[config.mk]
export PLATFORM = sky130hd
export DESIGN_NAME = cond_branch_unit_flat
export DESIGN_NICKNAME = d
export VERILOG_FILES = /design/src/rtl/cond_branch_unit_if.sv /design/src/rtl/cond_branch_unit.sv /design/src/flat_wrapper.sv
export SDC_FILE = /design/constraint.sdc
export NUM_CORES = 1
export LEC_CHECK = 0
export BUFFER_PORTS_ARGS = -buffer_cell sky130_fd_sc_hd__buf_2
export CAP_MARGIN = 20
export CORE_UTILIZATION = 35
export DETAILED_ROUTE_END_ITERATION = 10
export PLACE_DENSITY = 0.67
export SLEW_MARGIN = 20
export SYNTH_ARGS = -nofsm -noshare
export SYNTH_HDL_FRONTEND = slang
export SYNTH_SLANG_ARGS = --single-unit
[constraint.sdc]
create_clock -name clk -period 3.41 [get_ports clk]
set_clock_uncertainty 0.05 [all_clocks]
set_input_delay 0.682 -clock clk [delete_from_list [all_inputs] [get_ports clk]]
set_output_delay 0.682 -clock clk [all_outputs]
set_load 0.05 [all_outputs]
[src/rtl/cond_branch_unit_if.sv]
// Branch request / response channel between the controller and cond_branch_unit.
// The controller (master) issues branch requests and consumes resolved results;
// the branch unit (slave) accepts requests and returns taken/target.
interface cond_branch_unit_if #(
  parameter int unsigned PC_W  = 9,
  parameter int unsigned OFF_W = 8
);
  // request channel
  logic             br_valid;
  logic             br_ready;
  logic [2:0]       br_cond;
  logic [PC_W-1:0]  br_pc;
  logic [OFF_W-1:0] br_off;

  // response channel
  logic             resp_valid;
  logic             resp_ready;
  logic             resp_taken;
  logic [PC_W-1:0]  resp_target;

  modport master (
    output br_valid, br_cond, br_pc, br_off, resp_ready,
    input  br_ready, resp_valid, resp_taken, resp_target
  );

  modport slave (
    input  br_valid, br_cond, br_pc, br_off, resp_ready,
    output br_ready, resp_valid, resp_taken, resp_target
  );
endinterface

[src/rtl/cond_branch_unit.sv]
// Conditional branch resolution unit.
// Owns the architectural Z/N/V status register, tracks compares whose flags
// have not yet been written back, holds a branch until no compare is
// outstanding, then returns a registered taken/target result.
module cond_branch_unit #(
  parameter int unsigned PC_W  = 9,
  parameter int unsigned OFF_W = 8,
  parameter int unsigned CNT_W = 2
) (
  input  logic            clk,
  input  logic            reset,
  input  logic            cmp_issue,
  input  logic            flag_load,
  input  logic            Z_in,
  input  logic            N_in,
  input  logic            V_in,
  cond_branch_unit_if.slave br_if,
  output logic            Z_out,
  output logic            N_out,
  output logic            V_out,
  output logic            pending,
  output logic            err
);

  // branch condition encodings
  localparam logic [2:0] COND_B   = 3'b000;
  localparam logic [2:0] COND_BEQ = 3'b001;
  localparam logic [2:0] COND_BNE = 3'b010;
  localparam logic [2:0] COND_BLT = 3'b011;
  localparam logic [2:0] COND_BLE = 3'b100;

  typedef enum logic [1:0] {
    IDLE = 2'd0,
    WAIT = 2'd1,
    RESP = 2'd2
  } state_e;

  state_e           state;

  // status register {Z,N,V}
  logic             z_q, n_q, v_q;

  // outstanding compare counter
  logic [CNT_W-1:0] count;

  // captured request
  logic [2:0]       cond_q;
  logic [PC_W-1:0]  pc_q;
  logic [OFF_W-1:0] off_q;

  // registered handshake outputs
  logic             br_ready_q;
  logic             resp_valid_q;
  logic             resp_taken_q;
  logic [PC_W-1:0]  resp_target_q;

  // combinational evaluation of the captured branch
  logic             lt;
  logic             taken_c;
  logic             illegal_c;
  logic [PC_W-1:0]  off_ext;
  logic [PC_W-1:0]  target_c;

  // error sources
  logic             cnt_ovf;
  logic             resolve;
  logic             eval_bad;

  // Status register: load on flag_load, otherwise hold.
  always_ff @(posedge clk or negedge reset) begin
    if (!reset) begin
      z_q <= 1'b0;
      n_q <= 1'b0;
      v_q <= 1'b0;
    end else if (flag_load) begin
      z_q <= Z_in;
      n_q <= N_in;
      v_q <= V_in;
    end
  end

  assign Z_out = z_q;
  assign N_out = n_q;
  assign V_out = v_q;

  // Outstanding-compare counter: issue increments, flag write-back
  // decrements, both together cancel; saturates at the top value.
  always_ff @(posedge clk or negedge reset) begin
    if (!reset) begin
      count <= '0;
    end else begin
      case ({cmp_issue, flag_load})
        2'b10: if (count != '1) count <= count + CNT_W'(1);
        2'b01: if (count != '0) count <= count - CNT_W'(1);
        default: count <= count;
      endcase
    end
  end

  assign pending = (count != '0);

  // Condition evaluation against the registered flags.
  always_comb begin
    taken_c   = 1'b0;
    illegal_c = 1'b0;
    lt        = n_q ^ v_q;
    case (cond_q)
      COND_B:   taken_c = 1'b1;
      COND_BEQ: taken_c = z_q;
      COND_BNE: taken_c = ~z_q;
      COND_BLT: taken_c = lt;
      COND_BLE: taken_c = lt | z_q;
      default:  illegal_c = 1'b1;
    endcase
  end

  // Target: sign-extended offset added modulo 2^PC_W.
  assign off_ext  = PC_W'($signed(off_q));
  assign target_c = taken_c ? (pc_q + off_ext) : pc_q;

  assign resolve  = (state == WAIT) && (count == '0);
  assign eval_bad = resolve && illegal_c;
  assign cnt_ovf  = cmp_issue && !flag_load && (count == '1);

  // Sticky error: counter overflow or an illegal condition code at resolve.
  always_ff @(posedge clk or negedge reset) begin
    if (!reset) begin
      err <= 1'b0;
    end else if (cnt_ovf || eval_bad) begin
      err <= 1'b1;
    end
  end

  // Request/response FSM with registered handshake and result outputs.
  always_ff @(posedge clk or negedge reset) begin
    if (!reset) begin
      state         <= IDLE;
      cond_q        <= '0;
      pc_q          <= '0;
      off_q         <= '0;
      br_ready_q    <= 1'b1;
      resp_valid_q  <= 1'b0;
      resp_taken_q  <= 1'b0;
      resp_target_q <= '0;
    end else begin
      case (state)
        IDLE: begin
          if (br_if.br_valid) begin
            cond_q     <= br_if.br_cond;
            pc_q       <= br_if.br_pc;
            off_q      <= br_if.br_off;
            br_ready_q <= 1'b0;
            state      <= WAIT;
          end
        end
        WAIT: begin
          if (resolve) begin
            resp_taken_q  <= taken_c;
            resp_target_q <= target_c;
            resp_valid_q  <= 1'b1;
            state         <= RESP;
          end
        end
        RESP: begin
          if (br_if.resp_ready) begin
            resp_valid_q <= 1'b0;
            br_ready_q   <= 1'b1;
            state        <= IDLE;
          end
        end
        default: begin
          resp_valid_q <= 1'b0;
          br_ready_q   <= 1'b1;
          state        <= IDLE;
        end
      endcase
    end
  end

  assign br_if.br_ready    = br_ready_q;
  assign br_if.resp_valid  = resp_valid_q;
  assign br_if.resp_taken  = resp_taken_q;
  assign br_if.resp_target = resp_target_q;

endmodule

[src/flat_wrapper.sv]
// flat-port wrapper written by rule: the top's interface ports become plain ports
module cond_branch_unit_flat 
#(
  parameter int unsigned PC_W  = 9,
  parameter int unsigned OFF_W = 8,
  parameter int unsigned CNT_W = 2
)
  (clk, reset, cmp_issue, flag_load, Z_in, N_in, V_in, Z_out, N_out, V_out, pending, err, br_if_br_valid, br_if_br_cond, br_if_br_pc, br_if_br_off, br_if_resp_ready, br_if_br_ready, br_if_resp_valid, br_if_resp_taken, br_if_resp_target);
  cond_branch_unit_if #(.PC_W(PC_W), .OFF_W(OFF_W)) br_if_i ();
  input  logic clk;
  input  logic reset;
  input  logic cmp_issue;
  input  logic flag_load;
  input  logic Z_in;
  input  logic N_in;
  input  logic V_in;
  output logic Z_out;
  output logic N_out;
  output logic V_out;
  output logic pending;
  output logic err;
  input wire logic [$bits(br_if_i.br_valid)-1:0] br_if_br_valid;
  input wire logic [$bits(br_if_i.br_cond)-1:0] br_if_br_cond;
  input wire logic [$bits(br_if_i.br_pc)-1:0] br_if_br_pc;
  input wire logic [$bits(br_if_i.br_off)-1:0] br_if_br_off;
  input wire logic [$bits(br_if_i.resp_ready)-1:0] br_if_resp_ready;
  output wire logic [$bits(br_if_i.br_ready)-1:0] br_if_br_ready;
  output wire logic [$bits(br_if_i.resp_valid)-1:0] br_if_resp_valid;
  output wire logic [$bits(br_if_i.resp_taken)-1:0] br_if_resp_taken;
  output wire logic [$bits(br_if_i.resp_target)-1:0] br_if_resp_target;
  assign br_if_i.br_valid = br_if_br_valid;
  assign br_if_i.br_cond = br_if_br_cond;
  assign br_if_i.br_pc = br_if_br_pc;
  assign br_if_i.br_off = br_if_br_off;
  assign br_if_i.resp_ready = br_if_resp_ready;
  assign br_if_br_ready = br_if_i.br_ready;
  assign br_if_resp_valid = br_if_i.resp_valid;
  assign br_if_resp_taken = br_if_i.resp_taken;
  assign br_if_resp_target = br_if_i.resp_target;
  cond_branch_unit #(.PC_W(PC_W), .OFF_W(OFF_W), .CNT_W(CNT_W)) u_core (.clk(clk), .reset(reset), .cmp_issue(cmp_issue), .flag_load(flag_load), .Z_in(Z_in), .N_in(N_in), .V_in(V_in), .br_if(br_if_i), .Z_out(Z_out), .N_out(N_out), .V_out(V_out), .pending(pending), .err(err));
endmodule
==> After elaboration in Yosys (flattened, before gate mapping) <==
Index checks and enable logic that the tools add are counted.
{ "totals": {"regBits": 40, "inputBits": 29, "output_inout_bits": 17, "word_cells": 70} }
{ "classes": {"n_addsub": 3, "eq_ne": 15, "n_mux": 16, "bitwise": 5, "reduce_logical": 18} }
{ "ops": {"columns": ["operator", "count"], "rows": [
  ["AND reduction 3 bit", 4],
  ["2-to-1 mux 2 bit", 5],
  ["adder 9 bit", 1],
  ["2-to-1 mux 9 bit", 1],
  ["!= test 2 bit (second input constant)", 4],
  ["equality test 2 bit (second input constant)", 3],
  ["equality test 3 x 2 -> 1 bit (second input constant)", 2],
  ["case mux 1 bit (3 select lines)", 2],
  ["case mux 2 bit (3 select lines)", 1],
  ["2-to-1 mux 1 bit", 5],
  ["case mux 1 bit (5 select lines)", 1],
  ["OR reduction 5 bit", 1],
  ["equality test 2 x 1 -> 1 bit (second input constant)", 2],
  ["logical AND 1 bit", 4],
  ["logical NOT 2 bit", 2],
  ["!= test 2 x 1 -> 1 bit (second input constant)", 2],
  ["case mux 2 bit (2 select lines)", 1],
  ["AND reduction 2 bit", 2],
  ["nonzero test 2 bit", 2],
  ["equality test 3 x 1 -> 1 bit (second input constant)", 1],
  ["equality test 3 bit (second input constant)", 1],
  ["logical NOT 3 bit", 1],
  ["inverter 1 bit", 3],
  ["adder 2 x 1 -> 2 bit (second input constant)", 1],
  ["other kinds (5)", 5]
]} }

==> Logic depth before layout (Yosys ltp) <==
Gate-level depths: netlist (run 1).
{ "depth": {"depth_word": 5, "depth_mapped": 9, "depth_no_buf": 9} }

==> Worst setup path after synthesis (run 1) <==
Ideal clock, no wire load.
{ "synth_path": {"kind": "register to register", "startpoint": "register u_core.pc_q[0]", "endpoint": "register u_core.resp_target_q[8], in the netlist u_core.br_if.resp_target[8]", "setup_ps": 123, "arrival_time_ps": 1762, "required_time_ps": 3237, "path_slack_ps": 1475, "stages_incl_launch_ff": 10, "path_buffers": 0, "synth_period_minus_slack_ps": 1935, "path_cell_list": "dfrtp_1 -> ha_1 -> inv_1 -> fa_1 -> nand2b_1 -> a211oi_1 -> o21ai_0 -> nor3b_2 -> xnor2_1 -> o21ai_1"} }
{ "synth_between": {"elab_chain_len": 2} }
{ "synth_lines": {"columns": ["item", "line", "rtl"], "rows": [
  ["start, declared", "cond_branch_unit.sv:48", "logic [PC_W-1:0] pc_q;"],
  ["start signal, assigned", "cond_branch_unit.sv:150", "pc_q <= br_if.br_pc;"],
  ["adder 9 bit", "cond_branch_unit.sv:119", "assign target_c = taken_c ? (pc_q + off_ext) : pc_q;"],
  ["2-to-1 mux 9 bit", "cond_branch_unit.sv:119", null],
  ["end signal, assigned", "cond_branch_unit.sv:159", "resp_target_q <= target_c;"],
  ["end, declared", "cond_branch_unit.sv:55", "logic [PC_W-1:0] resp_target_q;"]
]} }
No other way between the ends.
A chain may end at the register's enable or synchronous reset.

==> Worst setup path after layout (run 1) <==
Ends and elaborated chain as after synthesis.

==> results of run 1 <==
## cell families after synthesis
kind of cell	count (synthesis)
fa+ha+maj	9
flops	40
simple gates	40
mux	26
buf+inv	14
xor+xnor	9
compound gates	43
## state kept, by name, indices dropped and copies added (netlist names)
name	flops
u_core.N_out	1
u_core.V_out	1
u_core.Z_out	1
u_core.br_if.br_ready	1
u_core.br_if.resp_taken	1
u_core.br_if.resp_target	9
u_core.br_if.resp_valid	1
u_core.cond_q	3
u_core.count	2
u_core.err	1
u_core.off_q	8
u_core.pc_q	9
u_core.state	2
## stage by stage
stage | instance area, um2 | hold WS, ns | util (%) | worst slack, ns
6_report | 2410 | 0.429 | 43.6 | 1.26
5_1_grt | 2410 | 0.464 | 43.6 | 1.02
4_1_cts | 2410 | 0.438 | 43.6 | 1.24
3_5_place_dp | 2300 | 0.422 | 41.6 | 1.30
3_3_place_gp | 2300 | 0.415 | 41.6 | 1.35
2_1_floorplan | 2020 | 0.336 | - | 1.47
## final cells by class
| class | count | area share [%] |
|---|---|---|
| well taps | 72 | 3.73 |
| clock inverters | 3 | 1.76 |
| multi-input cells | 127 | 39.4 |
| clock buffers | 5 | 2.85 |
| flip-flops and latches | 40 | 41.5 |
| repair buffers | 46 | 9.64 |
| inverters | 7 | 1.09 |
## worst max-delay path: stages, from the launching register on
cell      delay, ns
dfrtp_1        0.37
ha_1           0.17
inv_1          0.05
fa_1           0.39
nand2b_1       0.18
a211oi_1       0.25
o21ai_0        0.12
nor3b_2        0.17
xnor2_1        0.19
o21ai_1        0.07
## per-layer routing
| metal | vias to the layer above | share of wire [%] | GRT usage, % | wire, um |
|---|---|---|---|---|
| met3 | 4 | 4.3 | 3.88 | 163 |
| met4 | 0 | 1.4 | 5.00 | 53 |
| met5 | - | 0 | 0 | 0 |
| li1 | 732 | - | - | - |
| met2 | 28 | 46 | 21.7 | 1740 |
| met1 | 661 | 48 | 18.2 | 1810 |
## cells in the final DEF (no fill, tap or decap), types with 2 or more instances in the layout
master | netlist | layout
nor3b_2 | 2 | 2
nor2b_1 | 2 | 2
inv_1 | 7 | 7
mux2i_1 | 5 | 5
a31oi_1 | 3 | 3
buf_2 | 2 | 45
nand2_1 | 16 | 16
clkbuf_8 | 0 | 5
nand4_1 | 2 | 2
xor2_1 | 3 | 3
nand3b_1 | 2 | 2
nor2_1 | 10 | 10
ha_1 | 8 | 8
nand3_1 | 3 | 3
xnor2_1 | 6 | 6
dfrtp_1 | 39 | 39
mux2_2 | 21 | 21
o21ai_0 | 10 | 10
o21ai_1 | 10 | 10
a21oi_1 | 12 | 12
## how the worst max path moves through the flow
stage                                        to  slack, ns  cells past startpoint
finish              u_core.br_if.resp_target[8]       1.26                      9
global route        u_core.br_if.resp_target[8]       1.02                      9
CTS                 u_core.br_if.resp_target[8]       1.24                      9
detailed placement  u_core.br_if.resp_target[8]       1.30                      9
global placement    u_core.br_if.resp_target[8]       1.35                      9
floorplan           u_core.br_if.resp_target[8]       1.47                      9
## power by group
| group | switching [W] | total (W) | leakage (nW) | internal, W |
|---|---|---|---|---|
| clock network | 0.000162 | 0.000378 | 0.0541 | 0.000216 |
| logic | 0.000803 | 0.00139 | 0.572 | 0.000586 |
| registers | 0.000166 | 0.000843 | 0.473 | 0.000678 |
==> metrics.txt, run 1 <==
# TYPE chip_impl_metric gauge
chip_impl_metric{name="arithmetic_cell_share_of_the_synthesized_area_counting_full_adders_half_adders_and_majority_gates",unit="%"} 5.96
chip_impl_metric{name="layoutNonFillerInstCount",unit=""} 300
chip_impl_metric{name="syn_avg_cell_area",unit="um2"} 11.1
chip_impl_metric{name="placementRows",unit=""} 27
chip_impl_metric{name="detail_route.drc_violations",unit=""} 0
chip_impl_metric{name="timing.final.crit_period",unit="ns"} 2.15
chip_impl_metric{name="ys.warnings.count",unit=""} 0
chip_impl_metric{name="route.vias.total",unit=""} 1425
chip_impl_info{name="ys_top_cells_by_count",value="39 x dfrtp_1, 21 x mux2_2, 16 x nand2_1"} 1
chip_impl_metric{name="design_power_total",unit="W"} 0.00261
chip_impl_metric{name="drt_iter0_drc",unit=""} 92
chip_impl_metric{name="finalMaxSlewViolations",unit=""} 0
chip_impl_metric{name="gp_congestion",unit=""} 0.786
chip_impl_metric{name="detail_route.first_pass.iterations",unit=""} 4
chip_impl_metric{name="post_synth_and_or_nand_nor_area_fraction",unit="%"} 9.80
chip_impl_info{name="reg_to_reg_start",value="u_core.pc_q[0]"} 1
chip_impl_metric{name="design.core.area",unit="mm2"} 0.00554
chip_impl_metric{name="cts.sink_count",unit=""} 40
chip_impl_info{name="synth-main-ff-cell",value="dfrtp_1"} 1
chip_impl_metric{name="cts_max_level",unit=""} 2
chip_impl_info{name="crit_path_start",value="u_core.pc_q[0]"} 1
chip_impl_metric{name="grt_max_degree",unit=""} 41
chip_impl_metric{name="synthDominantCellAreaShare",unit="%"} 48.4
chip_impl_metric{name="die-area",unit="mm2"} 0.00607
chip_impl_metric{name="hold-path-cell-count",unit=""} 2
chip_impl_info{name="type_of_the_setup_path_with_the_least_slack",value="reg2reg"} 1
chip_impl_info{name="crit_end_element",value="flip-flop"} 1
chip_impl_info{name="grt_setup_unrepaired",value="no"} 1
chip_impl_metric{name="syn_nets",unit=""} 219
chip_impl_metric{name="finalWirelength",unit="um"} 3770
chip_impl_metric{name="vdd_ir_drop_max",unit="V"} 0.000308
chip_impl_metric{name="max_slew.worst_pin.slew",unit="ns"} 0.865
chip_impl_metric{name="place.detailed.hpwl",unit="um"} 2820
chip_impl_info{name="critical_path.reg2reg.endpoint",value="u_core.br_if.resp_target[8]"} 1
chip_impl_metric{name="area_growth",unit="%"} 19.7
chip_impl_metric{name="die_x",unit="um"} 77.9
chip_impl_metric{name="drt.antenna.violating_nets",unit=""} 0
chip_impl_metric{name="antenna_violations_before_repair",unit=""} 0
chip_impl_metric{name="timing.reg2reg.setup_slack",unit="ns"} 1.26
chip_impl_metric{name="p_per_area",unit="mW/mm2"} 1080
chip_impl_metric{name="slew-limit-headroom",unit="%"} 42.3
chip_impl_info{name="yosysMostFrequentCell",value="dfrtp_1"} 1
chip_impl_metric{name="post_cts.repair.setup_buffers",unit=""} 0
chip_impl_metric{name="synth_xor_area_share",unit="%"} 3.91
chip_impl_metric{name="final.period_utilization",unit="%"} 63.0
chip_impl_metric{name="io_pins",unit=""} 46
chip_impl_metric{name="via_count_of_the_first_global_routing_pass",unit=""} 1410
chip_impl_metric{name="final_setup_violating_endpoints",unit=""} 0
chip_impl_metric{name="grt.overflow.total",unit=""} 0
chip_impl_info{name="hold_start",value="u_core.br_if.resp_target[3]"} 1
chip_impl_info{name="synth_area_leader",value="dfrtp_1"} 1
chip_impl_info{name="cts_tree",value="done"} 1
chip_impl_metric{name="final.setup.tns",unit="ns"} 0
chip_impl_metric{name="port_buffers",unit=""} 45
chip_impl_metric{name="routed_via_density",unit=""} 4.75
chip_impl_metric{name="cts.reportedPaths.clkPinSlew",unit="ns"} 0.07
chip_impl_metric{name="ys_ff_latch",unit=""} 40
chip_impl_metric{name="yosys-mux-area-fraction",unit="%"} 14.2
chip_impl_metric{name="synthesis.instances",unit=""} 181
chip_impl_info{name="synth.top_cells.by_area",value="dfrtp_1 48%, mux2_2 12%, ha_1 5.0%"} 1
chip_impl_metric{name="post_cts_resized",unit=""} 0
chip_impl_info{name="run_status",value="finished, final reports clean"} 1
chip_impl_info{name="clock-root-buffer",value="clkbuf_8"} 1
chip_impl_metric{name="reg2regPathDepth",unit=""} 9
chip_impl_metric{name="number_of_synthesized_flops_with_an_enable_pin",unit=""} 0
chip_impl_metric{name="timing.critical_path.fanout_max",unit=""} 3
chip_impl_metric{name="synth_seq_area_share",unit="%"} 49.7
chip_impl_metric{name="globalRouteTotalUtil",unit="%"} 13.8
chip_impl_metric{name="clk_latency",unit="ns"} 0.30
chip_impl_metric{name="regArea",unit="mm2"} 0.00100
chip_impl_metric{name="cts_hold_repair.buffers",unit=""} 0
chip_impl_metric{name="multi_input_comb_area",unit="um2"} 952
chip_impl_info{name="worst_hold_path_type",value="reg2reg"} 1
chip_impl_metric{name="synthesis.area",unit="mm2"} 0.00202
chip_impl_metric{name="wl_per_cell",unit="um"} 12.6
chip_impl_metric{name="number_of_maximum_capacitance_constraint_violations",unit=""} 0
chip_impl_metric{name="synth-async-reset-ratio",unit="%"} 100
chip_impl_info{name="hold-path-endpoint",value="u_core.br_if.resp_target[3]"} 1
chip_impl_metric{name="grt_pass1_wl",unit="um"} 6500
chip_impl_metric{name="dieHeight",unit="um"} 77.9
chip_impl_metric{name="cts_buffers",unit=""} 5
chip_impl_metric{name="max-clock-path-buffers",unit=""} 2
chip_impl_metric{name="timing.fmax",unit="MHz"} 465
chip_impl_metric{name="cp_data_arrival_time",unit="ns"} 2.25
chip_impl_metric{name="synth-compound-area-share",unit="%"} 13.3
chip_impl_metric{name="post_synth_num_cell_types",unit=""} 34
chip_impl_metric{name="placedCellCount",unit=""} 292
chip_impl_metric{name="num-fill-cells",unit=""} 553
chip_impl_metric{name="initial_utilization",unit="%"} 36.4
chip_impl_metric{name="power_leakage",unit="nW"} 1.10
chip_impl_metric{name="report.final.hold_viol_count",unit=""} 0
chip_impl_metric{name="drive_above_1_share",unit="%"} 36.0
chip_impl_info{name="critPathLaunchType",value="flip-flop"} 1
chip_impl_metric{name="worst_ep_required_time",unit="ns"} 3.51
chip_impl_info{name="main_combinational_cell_family_by_area_after_synthesis",value="multiplexers"} 1
chip_impl_metric{name="diodes",unit=""} 0
chip_impl_metric{name="nets",unit=""} 265
(Power assumes the default switching activity.)
==> run 2, diff against run 1 <==
- clock period: 3.41 -> 2.1 ns (I/O delays scaled with it)
==> run 2 against run 1 <==
Sequential share of layout area fell by 0.84 points. Combinational power up 70%. Total power is 67% higher. Cell area grew 2.1%. Register-to-register slack worse by 1.2 ns. Critical path depth is the same. Core utilization rose by 0.90 points. Non-clock buffer count is 5 higher. Fmax is 6.8% higher. Routed wire length increased by 5.3%. Die area unchanged. Critical path type unchanged. Highest routed layer unchanged.
==> metrics.txt, run 2 (synthesized netlist as in run 1, its figures left out) <==
# TYPE chip_impl_metric gauge
chip_impl_info{name="run_status",value="finished, final reports clean"} 1
chip_impl_metric{name="critical_path.max_stage_delay",unit="ns"} 0.40
chip_impl_metric{name="placementRows",unit=""} 27
chip_impl_info{name="critical_path.slowest_cell",value="fa_1"} 1
chip_impl_metric{name="via_count_of_the_first_global_routing_pass",unit=""} 1477
chip_impl_metric{name="cts_hold_repair.buffers",unit=""} 0
chip_impl_metric{name="power.combinational.fraction",unit="%"} 54.4
chip_impl_metric{name="number_of_maximum_capacitance_constraint_violations",unit=""} 0
chip_impl_metric{name="p_per_area",unit="mW/mm2"} 1760
chip_impl_metric{name="postPlaceCellArea",unit="mm2"} 0.00233
chip_impl_metric{name="cp_data_arrival_time",unit="ns"} 2.14
chip_impl_info{name="crit_end_element",value="flip-flop"} 1
chip_impl_metric{name="place.detailed.hpwl",unit="um"} 2960
chip_impl_metric{name="relative_contribution_of_sequential_cells_to_total_power",unit="%"} 31.6
chip_impl_metric{name="finish.instance_area",unit="mm2"} 0.00246
chip_impl_info{name="crit_path_start",value="u_core.pc_q[0]"} 1
chip_impl_metric{name="drt.antenna.violating_nets",unit=""} 0
chip_impl_metric{name="reg2regPathDepth",unit=""} 9
chip_impl_info{name="mostFrequentLayoutCell",value="buf_2"} 1
chip_impl_metric{name="io_pins",unit=""} 46
chip_impl_metric{name="timing.final.crit_period",unit="ns"} 2.01
chip_impl_metric{name="grt.overflow.total",unit=""} 0
chip_impl_metric{name="final.period_utilization",unit="%"} 95.8
chip_impl_metric{name="grt_pass1_wl",unit="um"} 6920
chip_impl_metric{name="detail_route.drc_violations",unit=""} 0
chip_impl_metric{name="globalRouteTotalUtil",unit="%"} 14.8
chip_impl_info{name="crit_chain",value="ha_1, inv_1, fa_1, nand2b_4, a211oi_2, o21ai_0, nor3b_2, xnor2_1, o21ai_1"} 1
chip_impl_metric{name="cts_max_level",unit=""} 2
chip_impl_metric{name="die-area",unit="mm2"} 0.00607
chip_impl_metric{name="max_slew.worst_pin.slew",unit="ns"} 0.483
chip_impl_metric{name="p_sw",unit="W"} 0.00188
chip_impl_metric{name="cp.buffers_inverters",unit=""} 1
chip_impl_metric{name="nets",unit=""} 270
chip_impl_metric{name="final.setup.tns",unit="ns"} 0
chip_impl_metric{name="timing.critical_path.fanout_max",unit=""} 3
chip_impl_metric{name="initial_utilization",unit="%"} 36.4
chip_impl_metric{name="wl_per_cell",unit="um"} 13.0
chip_impl_metric{name="fin_worst_hold_slack",unit="ns"} 0.0310
chip_impl_metric{name="internal_power",unit="W"} 0.00246
chip_impl_info{name="critical_path.reg2reg.endpoint",value="u_core.br_if.resp_target[8]"} 1
chip_impl_metric{name="crit_cells",unit=""} 9
chip_impl_metric{name="diodes",unit=""} 0
chip_impl_metric{name="cts.reportedPaths.clkPinSlew",unit="ns"} 0.08
chip_impl_metric{name="finalMaxSlewViolations",unit=""} 0
chip_impl_info{name="worst_hold_path_type",value="in2async"} 1
chip_impl_metric{name="cts_buffers",unit=""} 5
chip_impl_metric{name="route.vias.total",unit=""} 1479
chip_impl_info{name="critPathLaunchType",value="flip-flop"} 1
chip_impl_metric{name="worst_ep_required_time",unit="ns"} 2.23
chip_impl_metric{name="gp_congestion",unit=""} 0.781
chip_impl_metric{name="die_x",unit="um"} 77.9
chip_impl_metric{name="vdd_ir_drop_max",unit="V"} 0.000580
chip_impl_metric{name="power_leakage",unit="nW"} 1.13
chip_impl_metric{name="cts.sink_count",unit=""} 40
chip_impl_metric{name="drt_iter0_drc",unit=""} 71
chip_impl_metric{name="port_buffers",unit=""} 45
chip_impl_metric{name="finalCoreUtilization",unit="%"} 44.5
chip_impl_metric{name="slew-limit-headroom",unit="%"} 67.8
chip_impl_metric{name="report.final.hold_viol_count",unit=""} 0
chip_impl_metric{name="antenna_violations_before_repair",unit=""} 0
chip_impl_metric{name="grt_max_degree",unit=""} 24
chip_impl_info{name="crit_path_end",value="u_core.br_if.resp_target[8]"} 1
chip_impl_metric{name="dieHeight",unit="um"} 77.9
chip_impl_metric{name="clk_latency",unit="ns"} 0.29
chip_impl_metric{name="clkPwrFrac",unit="%"} 14.0
chip_impl_metric{name="timing.fmax",unit="MHz"} 497
chip_impl_info{name="critical_path.top_delay_family",value="adder cells"} 1
chip_impl_info{name="type_of_the_setup_path_with_the_least_slack",value="reg2reg"} 1
chip_impl_metric{name="final_setup_violating_endpoints",unit=""} 0
chip_impl_metric{name="area_growth",unit="%"} 22.2
chip_impl_metric{name="timing.reg2reg.setup_slack",unit="ns"} 0.09
chip_impl_metric{name="finalWirelength",unit="um"} 3970
chip_impl_metric{name="sw_frac_of_total",unit="%"} 43.3
chip_impl_info{name="clock-root-buffer",value="clkbuf_8"} 1
chip_impl_metric{name="detail_route.first_pass.iterations",unit=""} 4
chip_impl_metric{name="design.core.area",unit="mm2"} 0.00554
chip_impl_info{name="cts_tree",value="done"} 1
chip_impl_metric{name="drive_above_1_share",unit="%"} 38.2
chip_impl_metric{name="routed_via_density",unit=""} 4.85
chip_impl_info{name="reg_to_reg_start",value="u_core.pc_q[0]"} 1
chip_impl_metric{name="max-clock-path-buffers",unit=""} 2
chip_impl_info{name="commonest_cells_after_routing_fill_and_taps_aside",value="45 x buf_2, 39 x dfrtp_1, 21 x mux2_2"} 1
-- run 2: cell count changes in the layout (fill, tap and decap cells not counted), sizes merged --
cell      delta
buf          +5
clkbuf       +1
clkinvlp     -1
-- run 2: how the worst min path moves through the flow --
stage | from | endpoint
6_report | reset | u_core.br_if.resp_target[1]
5_1_grt | reset | u_core.br_if.resp_target[2]
3_5_place_dp | reset | u_core.br_if.resp_target[3]
2_1_floorplan | reset | u_core.N_out
4_1_cts | reset | u_core.state[0]
3_3_place_gp | reset | u_core.br_if.resp_target[5]
-- run 2: timing repair --
item / CTS / global route
gates resized for setup: 0 / 3
setup endpoints to repair: 0 / 2
buffers inserted: 0 / 1
-- run 2: final cells by class --
cell class / instances / area (um2)
clock inverter: 2 / 35.0
inverter: 7 / 26.3
sequential: 40 / 1000
tap: 72 / 90.1
fill: 543 / 3080
timing repair buffer: 51 / 270
clock buffer: 6 / 72.6
multi-input combinational: 127 / 968
-- run 2: power groups by stage --
stage / registers (W) / clock network [W] / logic (W)
after global routing: 0.00143 / 0.000664 / 0.00262
after CTS: 0.00138 / 0.000628 / 0.00231
after global placement: 0.00137 / 0 / 0.00227
after detailed placement: 0.00139 / 0 / 0.00230
after floorplan: 0.00166 / 0 / 0.00156
final: 0.00137 / 0.000611 / 0.00236
-- run 2: through the flow --
step,power [W],setup slack [ns],std cells
finish,0.00435,0.0882,305
global route,0.00471,-0.00190,305
CTS,0.00432,0.0405,304
detailed placement,0.00369,0.0529,296
global placement,0.00364,0.0947,296
floorplan,0.00322,0.165,181
-- run 2: metal layers --
metal	global-route usage, %	up-vias	wire, um
met5	0	-	0
met2	23.5	29	1870
met1	19.0	701	1830
met3	3.88	6	192
met4	6.30	0	75
li1	-	743	-
